### src/rtl/sprite_draw_ctrl.sv
// sprite_draw_ctrl
//   Per-frame sequencer for the monochrome sprite path. Once per frame tick it
//   erases the sprite at its old position, moves it one pixel diagonally with
//   edge bounce, then redraws it from the 1-bit sprite ROM. After reset a
//   single draw pass runs (no erase).
//
// Ports
//   clock     in   system clock
//   reset     in   synchronous, active-high reset
//   enable    in   animation enable; gates frame ticks only
//   rom_q     in   sprite ROM data, valid one cycle after rom_addr
//   rom_addr  out  sprite ROM address (cy*SPRITE_W + cx)
//   x, y      out  plot coordinates
//   colour    out  plot colour
//   plot      out  write strobe to the VGA adapter
//   busy      out  high while erasing, moving or drawing
//
// state | meaning
// ------+-----------------------------------------------------------
// WAIT  | idle, waiting for a frame tick (or a pending tick)
// ERASE | raster over the sprite at the old position in BG_COLOUR
// MOVE  | one cycle: step position, bounce at screen edges
// DRAW  | raster over the sprite at the new position from the ROM
module sprite_draw_ctrl #(
   parameter int          SPRITE_W     = 16,
   parameter int          SPRITE_H     = 16,
   parameter int          ADDR_W       = 8,
   parameter int          SCREEN_W     = 160,
   parameter int          SCREEN_H     = 120,
   parameter int          FRAME_CYCLES = 833334,
   parameter logic [2:0]  FG_COLOUR    = 3'b111,
   parameter logic [2:0]  BG_COLOUR    = 3'b000
) (
   input  logic              clock,
   input  logic              reset,
   input  logic              enable,
   input  logic              rom_q,
   output logic [ADDR_W-1:0] rom_addr,
   output logic [7:0]        x,
   output logic [6:0]        y,
   output logic [2:0]        colour,
   output logic              plot,
   output logic              busy
);

   localparam int XMAX = SCREEN_W - SPRITE_W;
   localparam int YMAX = SCREEN_H - SPRITE_H;
   localparam int CX_W = (SPRITE_W > 1) ? $clog2(SPRITE_W) : 1;
   localparam int CY_W = (SPRITE_H > 1) ? $clog2(SPRITE_H) : 1;
   localparam int FC_W = (FRAME_CYCLES > 1) ? $clog2(FRAME_CYCLES) : 1;

   typedef enum logic [1:0] {
      S_WAIT  = 2'd0,
      S_ERASE = 2'd1,
      S_MOVE  = 2'd2,
      S_DRAW  = 2'd3
   } state_t;

   state_t          state, state_d;
   logic [CX_W-1:0] cx;
   logic [CY_W-1:0] cy;
   logic [7:0]      pos_x;
   logic [6:0]      pos_y;
   logic            dir_x, dir_y;
   logic [FC_W-1:0] frame_cnt;
   logic            pending;
   logic            draw_q;
   logic            tick, issue, last_step, go;

   assign tick      = (frame_cnt == FC_W'(FRAME_CYCLES - 1));
   assign issue     = (state == S_ERASE) || (state == S_DRAW);
   assign last_step = (cx == CX_W'(SPRITE_W - 1)) && (cy == CY_W'(SPRITE_H - 1));
   assign go        = (tick && enable) || pending;
   assign rom_addr  = ADDR_W'(cy) * ADDR_W'(SPRITE_W) + ADDR_W'(cx);

   always_ff @(posedge clock) begin
      if (reset) state <= S_DRAW;
      else       state <= state_d;
   end

   always_comb begin
      state_d = state;
      busy    = 1'b1;
      case (state)
         S_WAIT: begin
            busy = 1'b0;
            if (go) state_d = S_ERASE;
         end
         S_ERASE: if (last_step) state_d = S_MOVE;
         S_MOVE:  state_d = S_DRAW;
         S_DRAW:  if (last_step) state_d = S_WAIT;
         default: state_d = S_WAIT;
      endcase
   end

   // Erase pixels are always background; draw pixels follow the ROM bit that
   // arrives in the plot cycle.
   always_comb begin
      colour = BG_COLOUR;
      if (plot && draw_q && rom_q) colour = FG_COLOUR;
   end

   always_ff @(posedge clock) begin
      if (reset) begin
         cx        <= '0;
         cy        <= '0;
         plot      <= 1'b0;
         x         <= '0;
         y         <= '0;
         draw_q    <= 1'b0;
         pos_x     <= '0;
         pos_y     <= 7'(YMAX / 2);
         dir_x     <= 1'b1;
         dir_y     <= 1'b0;
         frame_cnt <= '0;
         pending   <= 1'b0;
      end else begin
         frame_cnt <= tick ? '0 : frame_cnt + FC_W'(1);

         // Plot lags issue by one cycle to line up with the registered ROM.
         plot <= issue;
         if (issue) begin
            x      <= pos_x + 8'(cx);
            y      <= pos_y + 7'(cy);
            draw_q <= (state == S_DRAW);
            if (cx == CX_W'(SPRITE_W - 1)) begin
               cx <= '0;
               cy <= (cy == CY_W'(SPRITE_H - 1)) ? '0 : cy + CY_W'(1);
            end else begin
               cx <= cx + CX_W'(1);
            end
         end else begin
            cx <= '0;
            cy <= '0;
         end

         // At most one tick is remembered while busy.
         if (state == S_WAIT) begin
            if (go) pending <= 1'b0;
         end else if (tick && enable) begin
            pending <= 1'b1;
         end

         if (state == S_MOVE) begin
            if (dir_x && pos_x == 8'(XMAX)) begin
               dir_x <= 1'b0;
               pos_x <= 8'(XMAX - 1);
            end else if (!dir_x && pos_x == 8'd0) begin
               dir_x <= 1'b1;
               pos_x <= 8'd1;
            end else begin
               pos_x <= dir_x ? pos_x + 8'd1 : pos_x - 8'd1;
            end

            if (dir_y && pos_y == 7'(YMAX)) begin
               dir_y <= 1'b0;
               pos_y <= 7'(YMAX - 1);
            end else if (!dir_y && pos_y == 7'd0) begin
               dir_y <= 1'b1;
               pos_y <= 7'd1;
            end else begin
               pos_y <= dir_y ? pos_y + 7'd1 : pos_y - 7'd1;
            end
         end
      end
   end

endmodule
### config.mk
export PLATFORM = sky130hd
export DESIGN_NAME = sprite_draw_ctrl
export DESIGN_NICKNAME = d
export VERILOG_FILES = /design/src/rtl/sprite_draw_ctrl.sv
export SDC_FILE = /design/constraint.sdc
export NUM_CORES = 1
export LEC_CHECK = 0
export ABC_AREA = 1
export CAP_MARGIN = 25
export CORE_AREA = 5 5 103 105
export DETAILED_ROUTE_END_ITERATION = 8
export DIE_AREA = 0 0 108 110
export GPL_ROUTABILITY_DRIVEN = 1
export SYNTH_ARGS = -nofsm -noshare
export SYNTH_HDL_FRONTEND = slang
export SYNTH_SLANG_ARGS = --single-unit
### constraint.sdc
create_clock -name clock -period 2.3 [get_ports clock]
set_input_delay 0.23 -clock clock [delete_from_list [all_inputs] [get_ports clock]]
set_output_delay 0.23 -clock clock [all_outputs]
set_load 0.02 [all_outputs]
==> run_results.csv, run 1 <==
group,metric,value,unit
die,start_util,41.3,%
sta,rsz0062_at_grt,"false",
power,leakagePower,0.00206,uW
global_route,grt_pass1_wl,15600,um
synthesis,synth_top_family_by_area,"simple AND/OR/NAND/NOR gates",
sta,maxSlewViolCount,0,
synthesis,netlist_area,3950,sq um
power,power_per_cell_area,1070,nW/um^2
finish,n_antenna_cell,0,
synthesis,synthSimpleGateAreaFrac,30.1,%
setup_path,worst-path-buf-inv,3,
synthesis,synth_cell_types,40,
place,dp_hpwl,6940,um
routing,via_per_inst,4.86,
place,gp_congestion,0.860,
global_route,grt_overflow,0,
setup_path,arrival,1.72,ns
synthesis,synth_top_cell_by_area,"dfxtp_1",
synthesis,ys_seq_elements,65,
routing,drt_iter0_markers,142,
synthesis,synth_ff_type,"dfxtp_1",
setup_path,cp_slowest_cell,"clkdlybuf4s50_1",
sta,finalSetupViolCount,0,
clocking,cts_sinks,65,
synthesis,syn_inst,547,
min_path,hp-start,"frame_cnt[19]",
setup_path,crit_top_cell,"inv_1",
sta,tightest_slew,0.737,ns
sta,finalHoldViolCount,0,
sta,fin_skew,0.0111,ns
sta,tns,0,ns
clocking,htreeDepth,3,
sta,min_period_over_period,85.0,%
synthesis,ys_warn_count,0,
routing,drtPass1Iterations,4,
outcome,status,"finished, final reports clean",
setup_path,path_class,"flip-flop to output pin",
clocking,cts-hold-fix-buffers,0,
setup_path,crit_path_max_incr_delay,0.60,ns
finish,finalNetCount,618,
synthesis,synth_top_area_share,33.0,%
global_route,grt_max_degree,25,
die,num_io_pins,32,
place,dp_slack,0.362,ns
global_route,antenna_found_initial,0,
synthesis,async_reset_ff_share,0,%
synthesis,post-synth-top-count-cell,"nand2_1",
die,core.rowCount,36,
synthesis,synth_common_cells,"nand2_1 (110), inv_1 (74), dfxtp_1 (65), nor2_1 (53), a21oi_1 (38)",
routing,vias,3502,
sta,fin_ws,0.345,ns
die,core,9550,sq um
global_route,grt_usage,16.7,%
setup_path,start_kind,"flip-flop",
routing,drt-total-wl,9100,um
sta,max-slew-margin-rel,50.8,%
min_path,min_path_type,"flip-flop to flip-flop",
clocking,clock-root-buffer,"clkbuf_8",
synthesis,synth-seq-area-share,33.0,%
setup_path,path_cells,"inv_1, ha_1, inv_1, clkdlybuf4s50_1",
setup_path,cp-end-kind,"output pin",
sta,period_needed,1.95,ns
setup_path,crit_start,"state[0]",
power,peakVddDrop,0.597,mV
finish,drive_gt1_share,10.9,%
setup_path,critical-path-top-delay-family,"buffers and inverters",
synthesis,synth_fa_ha_area_share,10.9,%
routing,route.detailed.wl_per_inst,12.6,um
sta,max_freq,512,MHz
routing,route.detailed.drc,0,
routing,drt.antenna.violating_nets,0,
clocking,post_cts_buffers,0,
synthesis,yosys-top-cells-area,"dfxtp_1 (33%), nand2_1 (10%), ha_1 (8.9%)",
synthesis,synth_mux_area_share,0,%
synthesis,syn-num-nets,583,
clocking,cts.reportedPaths.clkPinSlew,0.07,ns
die,fp.dieArea,11900,sq um
clocking,clockBufferDepth,2,
clocking,cts_resized,0,
run,maxCapViolations,0,
setup_path,path_max_fanout,4,
finish,area_growth,17.4,%
synthesis,synth-edff-count,0,
synthesis,syn_avg_cell_area,7.21,sq um
synthesis,synth-xor-area-share,3.99,%
synthesis,synth_compound_area_share,12.9,%
global_route,grt_pass1_vias,3343,
setup_path,r2r-start,"cy[0]",
clocking,numCtsBuffers,9,
finish,fill_cells,961,
die,die_y,110,um
die,dieWidth,108,um
clocking,cts_tree,"done",
place,port_buffers,31,
setup_path,required,2.07,ns
clocking,clk_latency,0.35,ns
==> per-stage QoR <==
step	total power [uW]	area (sq um)	hold slack, ns	instances	utilization (%)
2_1_floorplan	3080	3950	0.404	547	-
3_3_place_gp	3800	4390	0.454	704	46.0
3_5_place_dp	3820	4390	0.463	704	46.0
4_1_cts	5010	4630	0.473	720	48.5
5_1_grt	5370	4630	0.518	720	48.5
6_report	4940	4630	0.471	720	48.5
==> worst paths after layout <==
| kind | end | cells past startpoint | slack [ns] |
|---|---|---|---|
| setup reg to reg | y[6] | 7 | 0.36 |
| hold / removal | frame_cnt[19] | 2 | 0.47 |
| setup / recovery | busy | 4 | 0.35 |
| hold reg to reg | frame_cnt[19] | 2 | 0.47 |
==> power breakdown <==
part           leakage [uW]  switching [uW]  internal [uW]
Sequential         0.000531             266           1390
Clock              0.000123             464            699
Combinational       0.00141            1270            855
Total               0.00206            2000           2950
==> worst min-delay path: stages (launching register included) <==
cell and delay (ns):
dfxtp_1 0.31, nand2_1 0.07, a21oi_2 0.05
==> flip-flops by register name, indices dropped and copies added, names as in the netlist <==
name,count
frame_cnt,20
pos_x,8
x,8
pos_y,7
y,7
cx,4
cy,4
state,2
dir_x,1
dir_y,1
draw_q,1
pending,1
plot,1
==> cells by family after synthesis <==
group	Yosys count
fa+ha+maj	32
compound gates	89
flops	65
simple gates	253
xor+xnor	18
buf+inv	90
==> routing by layer <==
metal  wire, um  GRT usage (%)
met4        139           5.77
met2       4150           27.7
met3        447           4.08
met1       4360           21.4
met5          0              0
==> cell type report <==
cell class,count,area (sq um),share of cell area [%]
clock buffer,12,165,3.57
sequential,65,1300,28.1
multi-input combinational,392,2280,49.3
inverter,78,293,6.32
timing repair buffer,36,348,7.51
clock inverter,4,73.8,1.59
tap,133,166,3.59
==> placed cells by master (no fill, tap or decap), drive strengths merged, types with 2 or more instances in the layout <==
cell type / netlist / final
nor2: 65 / 65
o211ai: 3 / 3
nand3: 43 / 43
a211oi: 3 / 3
fa: 4 / 4
clkinv: 0 / 2
nand4: 11 / 11
clkdlybuf4s50: 0 / 31
clkbuf: 5 / 12
nor3: 9 / 9
bufinv: 0 / 2
ha: 28 / 28
nand2: 111 / 111
a31oi: 3 / 3
xnor2: 7 / 7
or2: 11 / 11
buf: 7 / 5
o21ai: 32 / 32
inv: 78 / 78
a21oi: 45 / 45
dfxtp: 65 / 65
xor2: 11 / 11
(Power assumes the default switching activity.)
==> run 2: changes to the inputs <==
==> constraint.sdc (replaced) <==
create_clock -name clock -period 2 [get_ports clock]
set_input_delay 0.2 -clock clock [delete_from_list [all_inputs] [get_ports clock]]
set_output_delay 0.2 -clock clock [all_outputs]
set_load 0.02 [all_outputs]
==> run 2 against run 1 <==
Sequential power is 14% higher. Final cell count grew 0.56%. Register-to-register slack worse by 0.15 ns. Global-route usage is 0.54 points higher. Power grew 18%. Largest power group unchanged.
==> run_results.csv, run 2 (synthesized netlist as in run 1, its figures left out) <==
group,metric,value,unit
outcome,status,"finished, final reports clean",
clocking,clk_latency,0.34,ns
global_route,antenna_found_initial,0,
setup_path,reg2reg_slack,0.21,ns
die,die_y,110,um
sta,fin_skew,0.0127,ns
routing,route.detailed.drc,0,
clocking,cts_sinks,65,
global_route,grt_pass1_wl,16300,um
die,num_io_pins,32,
die,start_util,41.3,%
place,dp_hpwl,7190,um
power,p_sw,2330,uW
die,dieWidth,108,um
global_route,grt_pass1_vias,3522,
power,power_per_cell_area,1250,nW/um^2
power,clkPwrFrac,24.1,%
sta,min_period_over_period,89.5,%
setup_path,crit_start,"pos_y[1]",
finish,finalNetCount,622,
setup_path,arrival,2.02,ns
place,gp_congestion,0.858,
global_route,grt_overflow,0,
power,leakagePower,0.00208,uW
setup_path,r2r-start,"pos_y[1]",
sta,whs,0.467,ns
clocking,post_cts_buffers,0,
die,core,9550,sq um
routing,drt-total-wl,9420,um
finish,drive_gt1_share,11.7,%
clocking,clock-root-buffer,"clkbuf_8",
setup_path,start_kind,"flip-flop",
setup_path,cp-endpoint,"pos_y[6]",
clocking,cts_tree,"done",
global_route,grt_usage,17.3,%
setup_path,cp-end-kind,"flip-flop",
clocking,cts-hold-fix-buffers,0,
clocking,cts_resized,0,
routing,drtPass1Iterations,5,
power,intPower,3520,uW
sta,rsz0062_at_grt,"false",
place,place_area,4440,sq um
sta,tightest_slew,0.542,ns
clocking,cts.reportedPaths.clkPinSlew,0.08,ns
sta,finalHoldViolCount,0,
finish,n_antenna_cell,0,
die,fp.dieArea,11900,sq um
sta,period_needed,1.79,ns
finish,fin_util,49.1,%
min_path,min_path_type,"flip-flop to flip-flop",
finish,layout_commonest_cell,"nand2_1",
sta,maxSlewViolCount,0,
die,core.rowCount,36,
power,combPwrFrac,43.3,%
routing,drt_iter0_markers,157,
routing,via_per_inst,4.95,
finish,area_growth,18.8,%
sta,finalSetupViolCount,0,
routing,route.detailed.wl_per_inst,13.0,um
finish,final_cell_mix,"nand2_1 (110), inv_1 (73), dfxtp_1 (65), nor2_1 (53), a21oi_1 (38)",
routing,vias,3583,
finish,largest_reg_flops,20,
global_route,grt_max_degree,23,
setup_path,r2r_end,"pos_y[6]",
sta,max-slew-margin-rel,63.9,%
place,placed_cells,708,
run,maxCapViolations,0,
power,peakVddDrop,0.643,mV
finish,final_area,4690,sq um
sta,tns,0,ns
clocking,htreeDepth,3,
power,switching_share,39.9,%
setup_path,path_class,"flip-flop to flip-flop",
clocking,numCtsBuffers,9,
finish,top_register,"frame_cnt",
finish,final_cells,724,
setup_path,ff2ff_path_depth,8,
setup_path,required,2.23,ns
setup_path,path_max_fanout,4,
routing,drt.antenna.violating_nets,0,
power,p_seq_share,32.5,%
finish,top_regs,"frame_cnt (20), pos_x (8), x (8)",
place,port_buffers,31,
clocking,clockBufferDepth,2,
sta,max_freq,559,MHz
## run 2: changes by cell type in the layout (fill, tap and decap cells not counted)
cell / before / now
buf_12: 0 / 1
buf_4: 5 / 8
bufinv_16: 2 / 3
clkbuf_8: 12 / 10
clkdlybuf4s50_1: 31 / 30
clkinv_2: 1 / 0
clkinv_4: 1 / 0
clkinvlp_4: 0 / 2
dlymetal6s2s_1: 0 / 1
inv_1: 74 / 73
inv_2: 4 / 5
inv_6: 0 / 1
o21ai_0: 32 / 31
o21ai_1: 0 / 1
## run 2: worst min path at each step
stage | start | endpoint | slack, ns | depth (start not counted)
floorplan | enable | pending | 0.37 | 2
global placement | frame_cnt[19] | frame_cnt[19] | 0.46 | 2
detailed placement | frame_cnt[19] | frame_cnt[19] | 0.46 | 2
CTS | frame_cnt[19] | frame_cnt[19] | 0.47 | 2
global route | enable | pending | 0.48 | 3
finish | frame_cnt[19] | frame_cnt[19] | 0.47 | 2
## run 2: metrics by stage
step	power [uW]	worst slack [ns]
finish	5850	0.210
global route	6360	0.0622
CTS	5920	0.0332
detailed placement	4470	0.182
global placement	4440	0.213
floorplan	3540	0.135
## run 2: final cells by class
cell class	instances	area, sq um
Fill cell	960	4860
Multi-Input combinational cell	392	2280
Sequential cell	65	1300
Timing Repair Buffer	40	393
Inverter	78	293
Tap cell	133	166
Clock buffer	10	138
Clock inverter	6	114
## run 2: layer usage
metal  wire length, um  up-vias  track usage, %
met5                 0        -               0
met4                71        0            4.42
met3               396        7            4.60
met2              4470       69            29.3
met1              4480     1650            21.9
li1                  -     1857               -
## run 2: critical path, cell delays in order (launching register included)
cell and delay, ns:
dfxtp_1 0.42, inv_1 0.15, fa_1 0.44, o21ai_0 0.30, nand3_1 0.14, nand2_1 0.08
nand2_1 0.05, nand3_1 0.06, a21oi_1 0.06
## run 2: power by group through the flow
| stage | logic (uW) | registers [uW] | clock network, uW |
|---|---|---|---|
| after floorplan | 1510 | 2030 | 0 |
| after global placement | 2520 | 1930 | 0 |
| after detailed placement | 2540 | 1940 | 0 |
| after CTS | 2560 | 1910 | 1460 |
| after global routing | 2870 | 1950 | 1530 |
| final | 2540 | 1900 | 1410 |
==> run 3: changes to the inputs <==
--- a/config.mk
+++ b/config.mk
@@ -6,8 +6,10 @@
 export NUM_CORES = 1
 export LEC_CHECK = 0
 export ABC_AREA = 1
+export ABC_CLOCK_PERIOD_IN_PS = 2000
 export CAP_MARGIN = 25
 export CORE_AREA = 5 5 103 105
+export CTS_BUF_LIST = sky130_fd_sc_hd__clkbuf_16
 export DETAILED_ROUTE_END_ITERATION = 8
 export DIE_AREA = 0 0 108 110
 export GPL_ROUTABILITY_DRIVEN = 1
==> run 3 against run 2 <==
First-iteration DRC count decreased by 11%. Routed wire length rose by 0.55%. Power up 7.2%. Die area unchanged. Register-to-register slack worse by 0.07 ns. Worst setup slack got worse by 0.072 ns. Largest power group unchanged. Sequential share of layout area shrank 0.64 points. Utilization up 1.2 points. Sequential power about the same.
==> run_results.csv, run 3 (synthesized netlist as in run 1, its figures left out) <==
group,metric,value,unit
outcome,status,"finished, final reports clean",
sta,finalHoldViolCount,0,
setup_path,required,2.22,ns
setup_path,crit_path_max_incr_delay,0.40,ns
finish,layout_commonest_cell,"nand2_1",
setup_path,path_max_fanout,8,
setup_path,path_cells,"clkinvlp_4, ha_1, or2_2, nand3_1, nand3_1, nand3_1, nand2_1, nor2_1, nor2_1",
die,start_util,41.3,%
finish,top_register,"frame_cnt",
sta,period_needed,1.86,ns
global_route,met2_usage,29.4,%
power,switching_share,38.1,%
power,clkPwrFrac,28.9,%
routing,drt.antenna.violating_nets,0,
global_route,use_met3,3.38,%
die,fp.dieArea,11900,sq um
routing,via_per_inst,4.94,
power,p_seq_share,30.4,%
sta,finalSetupViolCount,0,
sta,tightest_slew,0.549,ns
finish,final_cell_mix,"nand2_1 (110), inv_1 (73), dfxtp_1 (65), nor2_1 (53), a21oi_1 (38)",
place,place_area,4440,sq um
global_route,grt_util_met1,22.0,%
routing,vias,3589,
setup_path,cp_slowest_cell,"dfxtp_1",
place,placed_cells,708,
setup_path,path_class,"flip-flop to flip-flop",
setup_path,cp-end-kind,"flip-flop",
routing,drt_iter0_markers,140,
routing,drtPass1Iterations,4,
global_route,grt_max_degree,23,
run,maxCapViolations,0,
power,combPwrFrac,40.7,%
clocking,numCtsBuffers,9,
finish,final_cells,726,
routing,drt-total-wl,9470,um
setup_path,crit_start,"dir_x",
finish,drive_gt1_share,11.8,%
setup_path,arrival,2.08,ns
clocking,clk_latency,0.33,ns
power,leakagePower,0.00212,uW
die,core.rowCount,36,
sta,rsz0062_at_grt,"true",
place,dp_hpwl,7190,um
clocking,htreeDepth,3,
place,port_buffers,31,
finish,largest_reg_flops,20,
global_route,grt_pass1_wl,16400,um
finish,top_regs,"frame_cnt (20), pos_x (8), x (8)",
global_route,grt.busiest_layer,"met2",
global_route,grt_usage,17.4,%
setup_path,start_kind,"flip-flop",
sta,fin_skew,0.0118,ns
finish,finalNetCount,624,
die,core,9550,sq um
sta,min_period_over_period,93.1,%
setup_path,r2r-start,"dir_x",
power,power_per_cell_area,1310,nW/um^2
die,num_io_pins,32,
clocking,cts.reportedPaths.clkPinSlew,0.05,ns
clocking,cts_sinks,65,
routing,route.detailed.drc,0,
sta,whs,0.466,ns
clocking,cts_tree,"done",
min_path,hp-start,"frame_cnt[19]",
power,p_sw,2390,uW
global_route,grt_pass1_vias,3528,
sta,max_freq,537,MHz
sta,maxSlewViolCount,0,
global_route,grt_overflow,0,
min_path,min_path_type,"flip-flop to flip-flop",
sta,tns,0,ns
finish,n_antenna_cell,0,
die,die_y,110,um
die,dieWidth,108,um
clocking,clockBufferDepth,2,
power,peakVddDrop,0.631,mV
power,intPower,3890,uW
finish,final_area,4800,sq um
place,gp_congestion,0.858,
global_route,antenna_found_initial,0,
routing,route.detailed.wl_per_inst,13.0,um
finish,area_growth,21.6,%
sta,max-slew-margin-rel,63.4,%
clocking,clock-root-buffer,"clkbuf_16",
setup_path,crit_top_cell,"nand3_1",
-- run 3: worst max-delay path: cells and delay by family (launching register included) --
| family | cells | cell delay (ns) |
|---|---|---|
| simple gates | 7 | 0.80 |
| buf+inv | 1 | 0.20 |
| fa+ha+maj | 1 | 0.36 |
| flops | 1 | 0.40 |
-- run 3: layout make-up --
cell class              count  area, sq um
clock buffers               9          225
repair buffers             42          408
multi-input cells         392         2280
flip-flops and latches     65         1300
clock inverters             7          118
well taps                 133          166
inverters                  78          297
fillers                   950         4750
-- run 3: final timing paths --
| path | slack (ns) | depth (start not counted) | endpoint |
|---|---|---|---|
| min reg2reg | 0.47 | 2 | frame_cnt[19] |
| max reg2reg | 0.14 | 9 | pos_x[7] |
| max | 0.14 | 9 | pos_x[7] |
| min | 0.47 | 2 | frame_cnt[19] |
-- run 3: repair_timing --
action | in CTS | in global routing
resized for setup | 0 | 2
setup endpoints to repair | 0 | 2
setup buffers | 0 | 2
hold buffers | 0 | 0
hold endpoints to repair | 0 | 0
-- run 3: power by group through the flow --
stage	registers [uW]	clock network, uW	logic, uW
final	1910	1820	2550
after global routing	1960	1930	2890
after CTS	1910	1860	2560
after detailed placement	1940	0	2540
after global placement	1930	0	2520
after floorplan	2030	0	1510
-- run 3: layer usage --
layer,routed length [um],vias up
li1,-,1861
met1,4510,1662
met2,4470,58
met3,357,8
met4,128,0
met5,0,-
-- run 3: through the flow --
step | util (%) | power (uW) | setup slack, ns
finish | 50.3 | 6280 | 0.138
floorplan | - | 3540 | 0.135
global route | 50.3 | 6770 | -0.0284
CTS | 50.0 | 6330 | 0.0634
detailed placement | 46.4 | 4470 | 0.182
global placement | 46.4 | 4440 | 0.213
